<file path="src/rtl/alarm_clock_pkg.sv">
// Shared definitions for the alarm clock setting path: FSM states, digit
// limits, edit-digit codes and a bounded digit increment helper.
package alarm_clock_pkg;

  typedef enum logic [2:0] {
    ST_IDLE    = 3'd0,
    ST_EDIT_H1 = 3'd1,
    ST_EDIT_H0 = 3'd2,
    ST_EDIT_M1 = 3'd3,
    ST_EDIT_M0 = 3'd4,
    ST_LOAD    = 3'd5
  } state_t;

  localparam logic [1:0] H1_MAX    = 2'd2;
  localparam logic [3:0] H0_MAX    = 4'd9;
  localparam logic [3:0] H0_MAX_H2 = 4'd3;
  localparam logic [3:0] M1_MAX    = 4'd5;
  localparam logic [3:0] M0_MAX    = 4'd9;

  localparam logic [1:0] DIG_H1 = 2'd0;
  localparam logic [1:0] DIG_H0 = 2'd1;
  localparam logic [1:0] DIG_M1 = 2'd2;
  localparam logic [1:0] DIG_M0 = 2'd3;

  // Increment a BCD digit, wrapping to 0 once it has reached max.
  function automatic logic [3:0] wrap_inc(input logic [3:0] val, input logic [3:0] max);
    return (val >= max) ? 4'd0 : val + 4'd1;
  endfunction

endpackage

</file>
<file path="src/rtl/btn_edge_detect.sv">
// Rising-edge detector for a debounced button level. The pulse is registered,
// so it appears one cycle after the level rises and lasts exactly one cycle.
module btn_edge_detect (
  input  logic clock,
  input  logic reset,
  input  logic level,
  output logic pulse
);

  logic prev;

  // Remember the previous level and flag a low-to-high transition.
  always_ff @(posedge clock) begin
    if (reset) begin
      prev  <= 1'b0;
      pulse <= 1'b0;
    end else begin
      prev  <= level;
      pulse <= level & ~prev;
    end
  end

endmodule

</file>
<file path="src/rtl/clock_set_controller.sv">
// Button-driven time/alarm setting sequencer. Walks H1,H0,M1,M0 with
// wrap/clamp rules and then holds load_time or load_alarm long enough for the
// clock core's 1 s tick to capture the digit bus.
module clock_set_controller
  import alarm_clock_pkg::*;
#(
  parameter int LOAD_HOLD    = 150_000_000,
  parameter int EDIT_TIMEOUT = 1_000_000_000
) (
  input  logic       clock,
  input  logic       reset,
  input  logic       btn_set_time,
  input  logic       btn_set_alarm,
  input  logic       btn_inc,
  input  logic       btn_next,
  input  logic       btn_cancel,
  input  logic [1:0] cur_hour1,
  input  logic [3:0] cur_hour0,
  input  logic [3:0] cur_min1,
  input  logic [3:0] cur_min0,
  output logic [1:0] hour_in1,
  output logic [3:0] hour_in0,
  output logic [3:0] minute_in1,
  output logic [3:0] minute_in0,
  output logic       load_time,
  output logic       load_alarm,
  output logic       edit_active,
  output logic [1:0] edit_digit,
  output logic       busy
);

  localparam int CNT_MAX = (LOAD_HOLD > EDIT_TIMEOUT) ? LOAD_HOLD : EDIT_TIMEOUT;
  localparam int CNT_W   = $clog2(CNT_MAX + 1);
  localparam logic [CNT_W-1:0] HOLD_LAST = CNT_W'(LOAD_HOLD - 1);
  localparam logic [CNT_W-1:0] TO_LAST   = CNT_W'(EDIT_TIMEOUT - 1);

  logic ev_set_time, ev_set_alarm, ev_inc, ev_next, ev_cancel, any_ev;

  btn_edge_detect u_ed_set_time  (.clock(clock), .reset(reset), .level(btn_set_time),  .pulse(ev_set_time));
  btn_edge_detect u_ed_set_alarm (.clock(clock), .reset(reset), .level(btn_set_alarm), .pulse(ev_set_alarm));
  btn_edge_detect u_ed_inc       (.clock(clock), .reset(reset), .level(btn_inc),       .pulse(ev_inc));
  btn_edge_detect u_ed_next      (.clock(clock), .reset(reset), .level(btn_next),      .pulse(ev_next));
  btn_edge_detect u_ed_cancel    (.clock(clock), .reset(reset), .level(btn_cancel),    .pulse(ev_cancel));

  assign any_ev = ev_set_time | ev_set_alarm | ev_inc | ev_next | ev_cancel;

  state_t           state;
  logic             tgt;
  logic [1:0]       h1;
  logic [3:0]       h0, m1, m0;
  logic [1:0]       a_h1;
  logic [3:0]       a_h0, a_m1, a_m0;
  logic [CNT_W-1:0] cnt;

  // Setting FSM: edit digits, alarm shadow, shared hold/timeout counter and load strobes.
  always_ff @(posedge clock) begin
    if (reset) begin
      state      <= ST_IDLE;
      tgt        <= 1'b0;
      h1         <= '0;
      h0         <= '0;
      m1         <= '0;
      m0         <= '0;
      a_h1       <= '0;
      a_h0       <= '0;
      a_m1       <= '0;
      a_m0       <= '0;
      cnt        <= '0;
      load_time  <= 1'b0;
      load_alarm <= 1'b0;
    end else begin
      case (state)
        ST_IDLE: begin
          load_time  <= 1'b0;
          load_alarm <= 1'b0;
          cnt        <= '0;
          if (ev_set_time) begin
            state <= ST_EDIT_H1;
            tgt   <= 1'b0;
            h1    <= cur_hour1;
            h0    <= cur_hour0;
            m1    <= cur_min1;
            m0    <= cur_min0;
          end else if (ev_set_alarm) begin
            state <= ST_EDIT_H1;
            tgt   <= 1'b1;
            h1    <= a_h1;
            h0    <= a_h0;
            m1    <= a_m1;
            m0    <= a_m0;
          end
        end

        ST_EDIT_H1, ST_EDIT_H0, ST_EDIT_M1, ST_EDIT_M0: begin
          if (ev_cancel) begin
            state <= ST_IDLE;
            cnt   <= '0;
            h1    <= '0;
            h0    <= '0;
            m1    <= '0;
            m0    <= '0;
          end else if (ev_next) begin
            cnt <= '0;
            case (state)
              ST_EDIT_H1: state <= ST_EDIT_H0;
              ST_EDIT_H0: state <= ST_EDIT_M1;
              ST_EDIT_M1: state <= ST_EDIT_M0;
              ST_EDIT_M0: begin
                state      <= ST_LOAD;
                load_time  <= ~tgt;
                load_alarm <= tgt;
                if (tgt) begin
                  a_h1 <= h1;
                  a_h0 <= h0;
                  a_m1 <= m1;
                  a_m0 <= m0;
                end
              end
              default: state <= ST_IDLE;
            endcase
          end else if (ev_inc) begin
            cnt <= '0;
            case (state)
              ST_EDIT_H1: begin
                if (h1 >= H1_MAX) begin
                  h1 <= 2'd0;
                end else begin
                  h1 <= h1 + 2'd1;
                  // Moving into the 20s: hours above 23 would be invalid.
                  if ((h1 == H1_MAX - 2'd1) && (h0 > H0_MAX_H2)) h0 <= H0_MAX_H2;
                end
              end
              ST_EDIT_H0: h0 <= wrap_inc(h0, (h1 == H1_MAX) ? H0_MAX_H2 : H0_MAX);
              ST_EDIT_M1: m1 <= wrap_inc(m1, M1_MAX);
              ST_EDIT_M0: m0 <= wrap_inc(m0, M0_MAX);
              default: ;
            endcase
          end else if (any_ev) begin
            cnt <= '0;
          end else if (cnt == TO_LAST) begin
            // User walked away: abandon the edit without loading anything.
            state <= ST_IDLE;
            cnt   <= '0;
            h1    <= '0;
            h0    <= '0;
            m1    <= '0;
            m0    <= '0;
          end else begin
            cnt <= cnt + CNT_W'(1);
          end
        end

        ST_LOAD: begin
          if (cnt == HOLD_LAST) begin
            state      <= ST_IDLE;
            cnt        <= '0;
            load_time  <= 1'b0;
            load_alarm <= 1'b0;
          end else begin
            cnt <= cnt + CNT_W'(1);
          end
        end

        default: state <= ST_IDLE;
      endcase
    end
  end

  // Decode which digit is being edited for the display blinker.
  always_comb begin
    edit_digit = DIG_H1;
    case (state)
      ST_EDIT_H0: edit_digit = DIG_H0;
      ST_EDIT_M1: edit_digit = DIG_M1;
      ST_EDIT_M0: edit_digit = DIG_M0;
      default:    edit_digit = DIG_H1;
    endcase
  end

  assign edit_active = (state == ST_EDIT_H1) || (state == ST_EDIT_H0) ||
                       (state == ST_EDIT_M1) || (state == ST_EDIT_M0);
  assign busy        = (state == ST_LOAD);
  assign hour_in1    = h1;
  assign hour_in0    = h0;
  assign minute_in1  = m1;
  assign minute_in0  = m0;

endmodule

</file>
<file path="config.mk">
export PLATFORM = sky130hd
export DESIGN_NAME = clock_set_controller
export DESIGN_NICKNAME = d
export VERILOG_FILES = /design/src/rtl/alarm_clock_pkg.sv /design/src/rtl/btn_edge_detect.sv /design/src/rtl/clock_set_controller.sv
export SDC_FILE = /design/constraint.sdc
export NUM_CORES = 1
export LEC_CHECK = 0
export ABC_CLOCK_PERIOD_IN_PS = 2650
export BUFFER_PORTS_ARGS = -buffer_cell sky130_fd_sc_hd__buf_2
export CAP_MARGIN = 20
export CORE_MARGIN = 4
export CORE_UTILIZATION = 59
export DETAILED_ROUTE_END_ITERATION = 12
export HOLD_SLACK_MARGIN = 0.06
export PLACE_DENSITY = 0.91
export SLEW_MARGIN = 20
export SYNTH_ARGS = -nofsm -noshare
export SYNTH_HDL_FRONTEND = slang
export SYNTH_SLANG_ARGS = --single-unit
export TNS_END_PERCENT = 1
</file>
<file path="constraint.sdc">
create_clock -name clock -period 2.65 [get_ports clock]
set_input_delay 0.265 -clock clock [delete_from_list [all_inputs] [get_ports clock]]
set_output_delay 0.265 -clock clock [all_outputs]
set_load 0.1 [all_outputs]
</file>
Yosys cells after proc, flatten, opt, wreduce, memory -nomap -nowiden
Index checks and enable logic that the tools add are counted.
{"block": "word_totals", "register_bits": 74, "input_bits": 21, "out_inout_bits": 20, "word_cells": 160}
{"block": "classes", "n_addsub": 5, "order_cmp": 5, "n_eq_ne": 26, "n_mux": 68, "bitwise": 16, "n_reduce_logical": 17}
{"cell": "2-to-1 mux 30 bit", "count": 6}
{"cell": "2-to-1 mux 4 bit", "count": 25}
{"cell": "case mux 30 bit (3 select lines)", "count": 1}
{"cell": "case mux 4 bit (2 select lines)", "count": 4}
{"cell": "adder 30 x 1 -> 30 bit, second input constant", "count": 1}
{"cell": "equality test 30 x 28 -> 1 bit, second input constant", "count": 1}
{"cell": "equality test 30 bit, second input constant", "count": 1}
{"cell": "2-to-1 mux 3 bit", "count": 8}
{"cell": "!= test 4 x 2 -> 1 bit, second input constant", "count": 5}
{"cell": "2-to-1 mux 2 bit", "count": 9}
{"cell": "AND reduction 6 bit", "count": 3}
{"cell": "!= test 5 x 4 -> 1 bit, second input constant", "count": 3}
{"cell": "AND reduction 5 bit", "count": 3}
{"cell": "adder 4 x 1 -> 4 bit, second input constant", "count": 3}
{"cell": "!= test 4 x 3 -> 1 bit, second input constant", "count": 3}
{"cell": "case mux 3 bit (4 select lines)", "count": 1}
{"cell": "2-to-1 mux 1 bit", "count": 9}
{"cell": "case mux 3 bit (3 select lines)", "count": 1}
{"cell": "AND reduction 8 bit", "count": 1}
{"cell": "inverter 1 bit", "count": 7}
{"cell": "equality test 3 x 2 -> 1 bit, second input constant", "count": 2}
{"cell": "equality test 3 bit, second input constant", "count": 2}
{"cell": "case mux 1 bit (3 select lines)", "count": 2}
{"cell": "case mux 2 bit (3 select lines)", "count": 1}
{"cell": "23 further kinds", "count": 35}

Depth between registers and ports, before layout
{"block": "logic_depth", "depth_word": 9, "depth_mapped": 9, "mapped_depth_nobuf": 8}

Modules after synthesis
A second synthesis with hierarchy kept.
{"block": "hier_totals", "cells_unflattened": 522, "area_unflattened_um2": 4220.3}
{"mod": "clock_set_controller", "n_inst": 1, "cells_per_inst": 502, "area_per_inst_um2": 3926.3, "seq_area_each_um2": 1281.2}
{"mod": "btn_edge_detect", "n_inst": 5, "cells_per_inst": 4, "area_per_inst_um2": 58.8, "seq_area_each_um2": 40.0}

Worst setup path after synthesis
OpenSTA, ideal clock, no wires.
{"block": "synth_timing", "path_kind": "reg-to-output", "startpoint": "register state[2]", "endpoint": "output edit_digit[1]", "arrival_ps": 2993, "required_time_ps": 2385, "setup_slack_ps": -608, "path_stages_with_launch": 5, "path_buffers": 2, "cell_sequence": "dfxtp_1 clkbuf_1 clkbuf_1 nand2_1 o21ai_0"}
{"block": "synth_via", "elab_chain_len": 2, "elab_cells_between_ends": 4, "cone_classes": "eq/ne: 3; mux: 1"}
{"element": "from (decl)", "line_no": "clock_set_controller.sv:47", "source": "state_t state;"}
{"element": "from (signal assigned)", "line_no": "clock_set_controller.sv:58", "source": "state <= ST_IDLE;"}
{"element": "from (signal assigned)", "line_no": "clock_set_controller.sv:78", "source": "state <= ST_EDIT_H1;"}
{"element": "from (signal assigned)", "line_no": "clock_set_controller.sv:85", "source": "state <= ST_EDIT_H1;"}
{"element": "equality test 3 bit / equality test 3 x 2 -> 1 bit (equally long branches)", "line_no": "clock_set_controller.sv:172", "source": "case (state)"}
{"element": "case mux 2 bit (3 select lines) (*)", "line_no": "clock_set_controller.sv:172"}
{"element": "to (decl)", "line_no": "clock_set_controller.sv:28", "source": "output logic [1:0] edit_digit,"}
Mark *: on every way between the ends. The rest lies on a longest branch, timed or not.

Final worst setup path
{"block": "layout_timing", "startpoint": "register state[0]", "endpoint": "output edit_active"}
{"block": "layout_via", "elab_chain_len": 4, "elab_cells_between_ends": 7, "cone_classes": "eq/ne: 4; reduce/logical: 3"}
{"element": "equality test 3 x 1 -> 1 bit / equality test 3 x 2 -> 1 bit (equally long branches)", "line_no": "clock_set_controller.sv:180", "source": "assign edit_active = (state == ST_EDIT_H1) || (state == ST_EDIT_H0) ||"}
{"element": "logical OR 1 bit (2 in a row)", "line_no": "clock_set_controller.sv:180"}
{"element": "logical OR 1 bit (*)", "line_no": "clock_set_controller.sv:181", "source": "(state == ST_EDIT_M1) || (state == ST_EDIT_M0);"}
{"element": "to (decl)", "line_no": "clock_set_controller.sv:27", "source": "output logic edit_active,"}
Marked as above.

==> results summary <==
In this run the critical register-to-register path is launched from cnt[19]. Once placement completed, the tool counted placed cells totaling approximately 600. At the pin with the least slew margin, the transition time is approximately 0.66 ns.

The reported net switching power came out at 951 µW. The register bit total from synthesis is 74. The post-CTS clock slew at the launch and capture registers of the worst setup and hold paths came out at 0.08 ns. Following the worst setup path forward leads to its endpoint at edit_active. By count the netlist is led by sky130_fd_sc_hd__dfxtp_1 (74), sky130_fd_sc_hd__nand2_1 (43), sky130_fd_sc_hd__a21oi_1 (42), sky130_fd_sc_hd__nand3_1 (42), sky130_fd_sc_hd__nor2_1 (31).

Setup repair after global routing left no endpoint under its margin. The number of endpoints with negative hold slack in the final report is 0. The share of cells above drive strength 1 came out at ~15%. The cell at the root of the clock tree is sky130_fd_sc_hd__clkbuf_8. The power share of the sequential group came out at between 40% and 50%. The share of power burned in combinational logic came out at 23.3%. The critical path starts at state[0]. The placement row count is 29. Clock latency on the worst-skew pair, taken at its later pin, is around 0.36 ns.

The H-tree depth came out at 3. The instance area after placement came out at 4310 µm². The total DRC errors in the routed layout is 0.

The first-pass GRT wire length is around 17 mm. For this run, the detailed router's first-pass iteration total came to 5. The deepest clock path buffer count came out at 2. For the worst setup path, the data arrival time is roughly 2.2 ns. The path class of the lowest-slack min-delay path is input port to flip-flop. The total length of routed wires came out at ~10 mm.

The internal power of the cells is 1760 µW. The slowest stage of the critical path is the sky130_fd_sc_hd__dfxtp_1 cell. The signal on the critical path passes through or3_1 -> and2_1 -> buf_4 -> buf_2. The residual overflow from global routing came out at 0. The clock power share is approximately a third. At the worst endpoint, the required time is about 2.4 ns.

The critical path is of the flip-flop to output pin type. The cell leakage power is between 0.0015 and 0.002 µW. STA classifies the critical path startpoint as a flip-flop. Measured along the y axis, the die boundary spans 91.0 µm. The number of enable flip-flop cells after synthesis came out at 0. Subtracting the final worst setup slack from the clock period gives 2.49 ns. The number of sinks handled by clock tree synthesis is 74. The fmax came out at 402 MHz. The maximum clock skew at final layout is 0.0148 ns. The total via count after detailed routing came out at 3970.

The number of maximum-capacitance constraint violations is 0. The area share of the largest cell type after synthesis came out at 36.5%. In this run the worst path has a maximum fanout of 12.

The share of the yosys chip area belonging to registers came out at 36.5%. The number of vias per cell after detailed routing is ~6.5. The diode insertion count for antenna repair is 0. The maximum vdd ir drop came out at between 0.4 and 0.5 mV. The post-layout instance count excluding filler cells came out at 612.

By instance count, the leading cell after synthesis is sky130_fd_sc_hd__dfxtp_1. The Yosys step of the flow raised 0 warnings. The post-synthesis cell type count is 61. The number of hold buffers added after CTS is 0. TritonCTS built the clock tree.

The average wire per standard cell is 16.4 µm. The post-route cell area came out at 4510 µm². The fraction of registers with async set/reset came out at 0%. The final critical-path share of the clock period came out at a little over nine tenths. sky130_fd_sc_hd__dfxtp_1 takes more of the synthesized area than any other cell.

The tightest hold path in the finished design has a slack of around 0.16 ns. The detailed router finished its first iteration with 502 violations. The number of nets in the finished design is 561.

The full die area came out at 8280 µm². The number of ports placed on the die boundary came out at 41. The endpoint identified for the worst register-to-register timing path is cnt[15]. The switching share of total power is a little over a third. The number of cell instances on the worst register-to-register path is 6. The congestion estimate from routability-driven global placement came to 0.970. The post-synthesis cell count came out at a little under 500. The average footprint of a synthesized cell is 8.19 µm². The synthesized netlist net count is between 500 and 600. The placeable core region came out at 6530 µm². The layout filler cell count came out at 510.

The die width came out at between 90 and 100 µm. The port buffer count came out at 40. The global-route usage over all layers came out at 24.2%. The via count of the first global-routing pass was 3546. Among all flip-flop cells after synthesis, the most frequent one is sky130_fd_sc_hd__dfxtp_1. The count of endpoints failing setup in the final report came out at 0. The flow ran to the end, and the final reports show no timing, DRC or antenna violations. The areal power density over the cells is 603 nW/µm². The overall power after layout is 2720 µW. The delay of the slowest cell on the worst path is ~0.56 ns. The worst pin sits at a relative slew slack of a little under three fifths. The post-synthesis to final-layout area growth came out at 10.9%. The effective utilization at floorplan came out at 62.2%. The number of pins with negative max-slew slack in the final report was 0. Entering global routing, the biggest net connects 47 pins. The half-perimeter wire length after placement came out at 6.88 mm. The flop-to-flop setup slack is approximately 0.20 ns. The kind of end point of the critical path is an output pin. The cell area after synthesis is ~4100 µm². After synthesis, the cell types taking the most area are sky130_fd_sc_hd__dfxtp_1 (36%), sky130_fd_sc_hd__mux2i_1 (5.4%), sky130_fd_sc_hd__a21oi_1 (5.2%). The number of antenna violations at the first check in global routing is 0.

The remaining number of nets flagged by the antenna check after routing is 0. The number of clock buffers added by TritonCTS is 9.
-- logic make-up (layout without fill, tap and decap cells) --
logic type / after synthesis / count (layout) / synth area share [%]
AO/OA/AOI/OAI: 133 / 133 / 21.3
XOR/XNOR: 3 / 3 / 0.647
adder cells (fa/ha/maj): 10 / 10 / 3.08
buffers and inverters: 42 / 81 / 4.43
flip-flops: 74 / 74 / 36.5
multiplexers: 22 / 22 / 5.42
AND/OR/NAND/NOR: 212 / 212 / 28.6
-- how the worst min path moves through the flow --
| stage | from | end | slack, ns | depth (start not counted) |
|---|---|---|---|---|
| 3_5_place_dp | u_ed_inc.prev | u_ed_inc.pulse | 0.37 | 1 |
| 4_1_cts | btn_inc | u_ed_inc.prev | 0.16 | 2 |
| 3_3_place_gp | u_ed_cancel.prev | u_ed_cancel.pulse | 0.37 | 1 |
| 6_report | btn_inc | u_ed_inc.prev | 0.16 | 2 |
| 5_1_grt | btn_set_time | u_ed_set_time.prev | 0.17 | 2 |
| 2_1_floorplan | u_ed_cancel.prev | u_ed_cancel.pulse | 0.37 | 1 |
-- routing by layer --
metal / track usage, % / vias up / wire (µm)
li1: - / 1896 / -
met1: 33.2 / 1836 / 4380
met2: 38.1 / 209 / 4620
met3: 3.72 / 29 / 807
met4: 10.1 / 0 / 239
met5: 0 / - / 0
-- cell type report --
type	instances	area, µm²	share of cell area (%)
clock buffer	9	124	2.75
clock inverter	7	70.1	1.55
inverter	15	56.3	1.25
multi-input combinational	380	2400	53.3
sequential	74	1480	32.9
tap	77	96.3	2.14
timing repair buffer	50	275	6.11
-- cells in the final DEF (no fill, tap or decap), drive strengths merged, types with 4 or more instances in the layout --
cell / count
a211o: 4
a211oi: 8
a21oi: 42
a22o: 5
a31oi: 16
a41oi: 5
and2: 4
and3: 13
and4: 4
buf: 50
clkbuf: 9
clkinv: 5
dfxtp: 74
ha: 10
inv: 15
mux2i: 22
nand2: 44
nand2b: 12
nand3: 42
nand4: 8
nor2: 31
nor2b: 17
nor3: 14
nor3b: 4
o21ai: 21
o22ai: 11
o32ai: 5
-- per-stage QoR --
| stage | setup WS, ns | util, % | setup TNS, ns |
|---|---|---|---|
| after floorplan | -0.251 | - | -0.279 |
| after global placement | 0.350 | 66.0 | 0 |
| after detailed placement | 0.266 | 66.0 | 0 |
| after CTS | 0.0779 | 69.0 | 0 |
| after global routing | 0.0294 | 69.0 | 0 |
| final | 0.165 | 69.0 | 0 |
-- critical path, delay by kind of cell (launching register included) --
family	cells	cell delay, ns
buffers and inverters	2	0.69
and+or+nand+nor	2	0.62
DFF	1	0.56
-- power groups by stage --
stage / sequential [µW] / clock, µW / combinational [µW]
2_1_floorplan: 1380 / 0 / 349
3_3_place_gp: 1230 / 0 / 609
3_5_place_dp: 1240 / 0 / 623
4_1_cts: 1210 / 871 / 627
5_1_grt: 1220 / 926 / 681
6_report: 1210 / 869 / 632
-- state kept, by name (all words and copies together), names as in the netlist, 2 cells and up --
register,flops
cnt,30
a_h0,4
a_m0,4
a_m1,4
hour_in0,4
minute_in0,4
minute_in1,4
state,3
a_h1,2
hour_in1,2
-- timing repair --
action / in CTS / in global routing
setup endpoints to repair: 0 / 1
buffers inserted: 0 / 0
resized for setup: 0 / 3
endpoints found under the hold margin: 0 / 0
No activity file was read; power rests on OpenSTA's default activity.
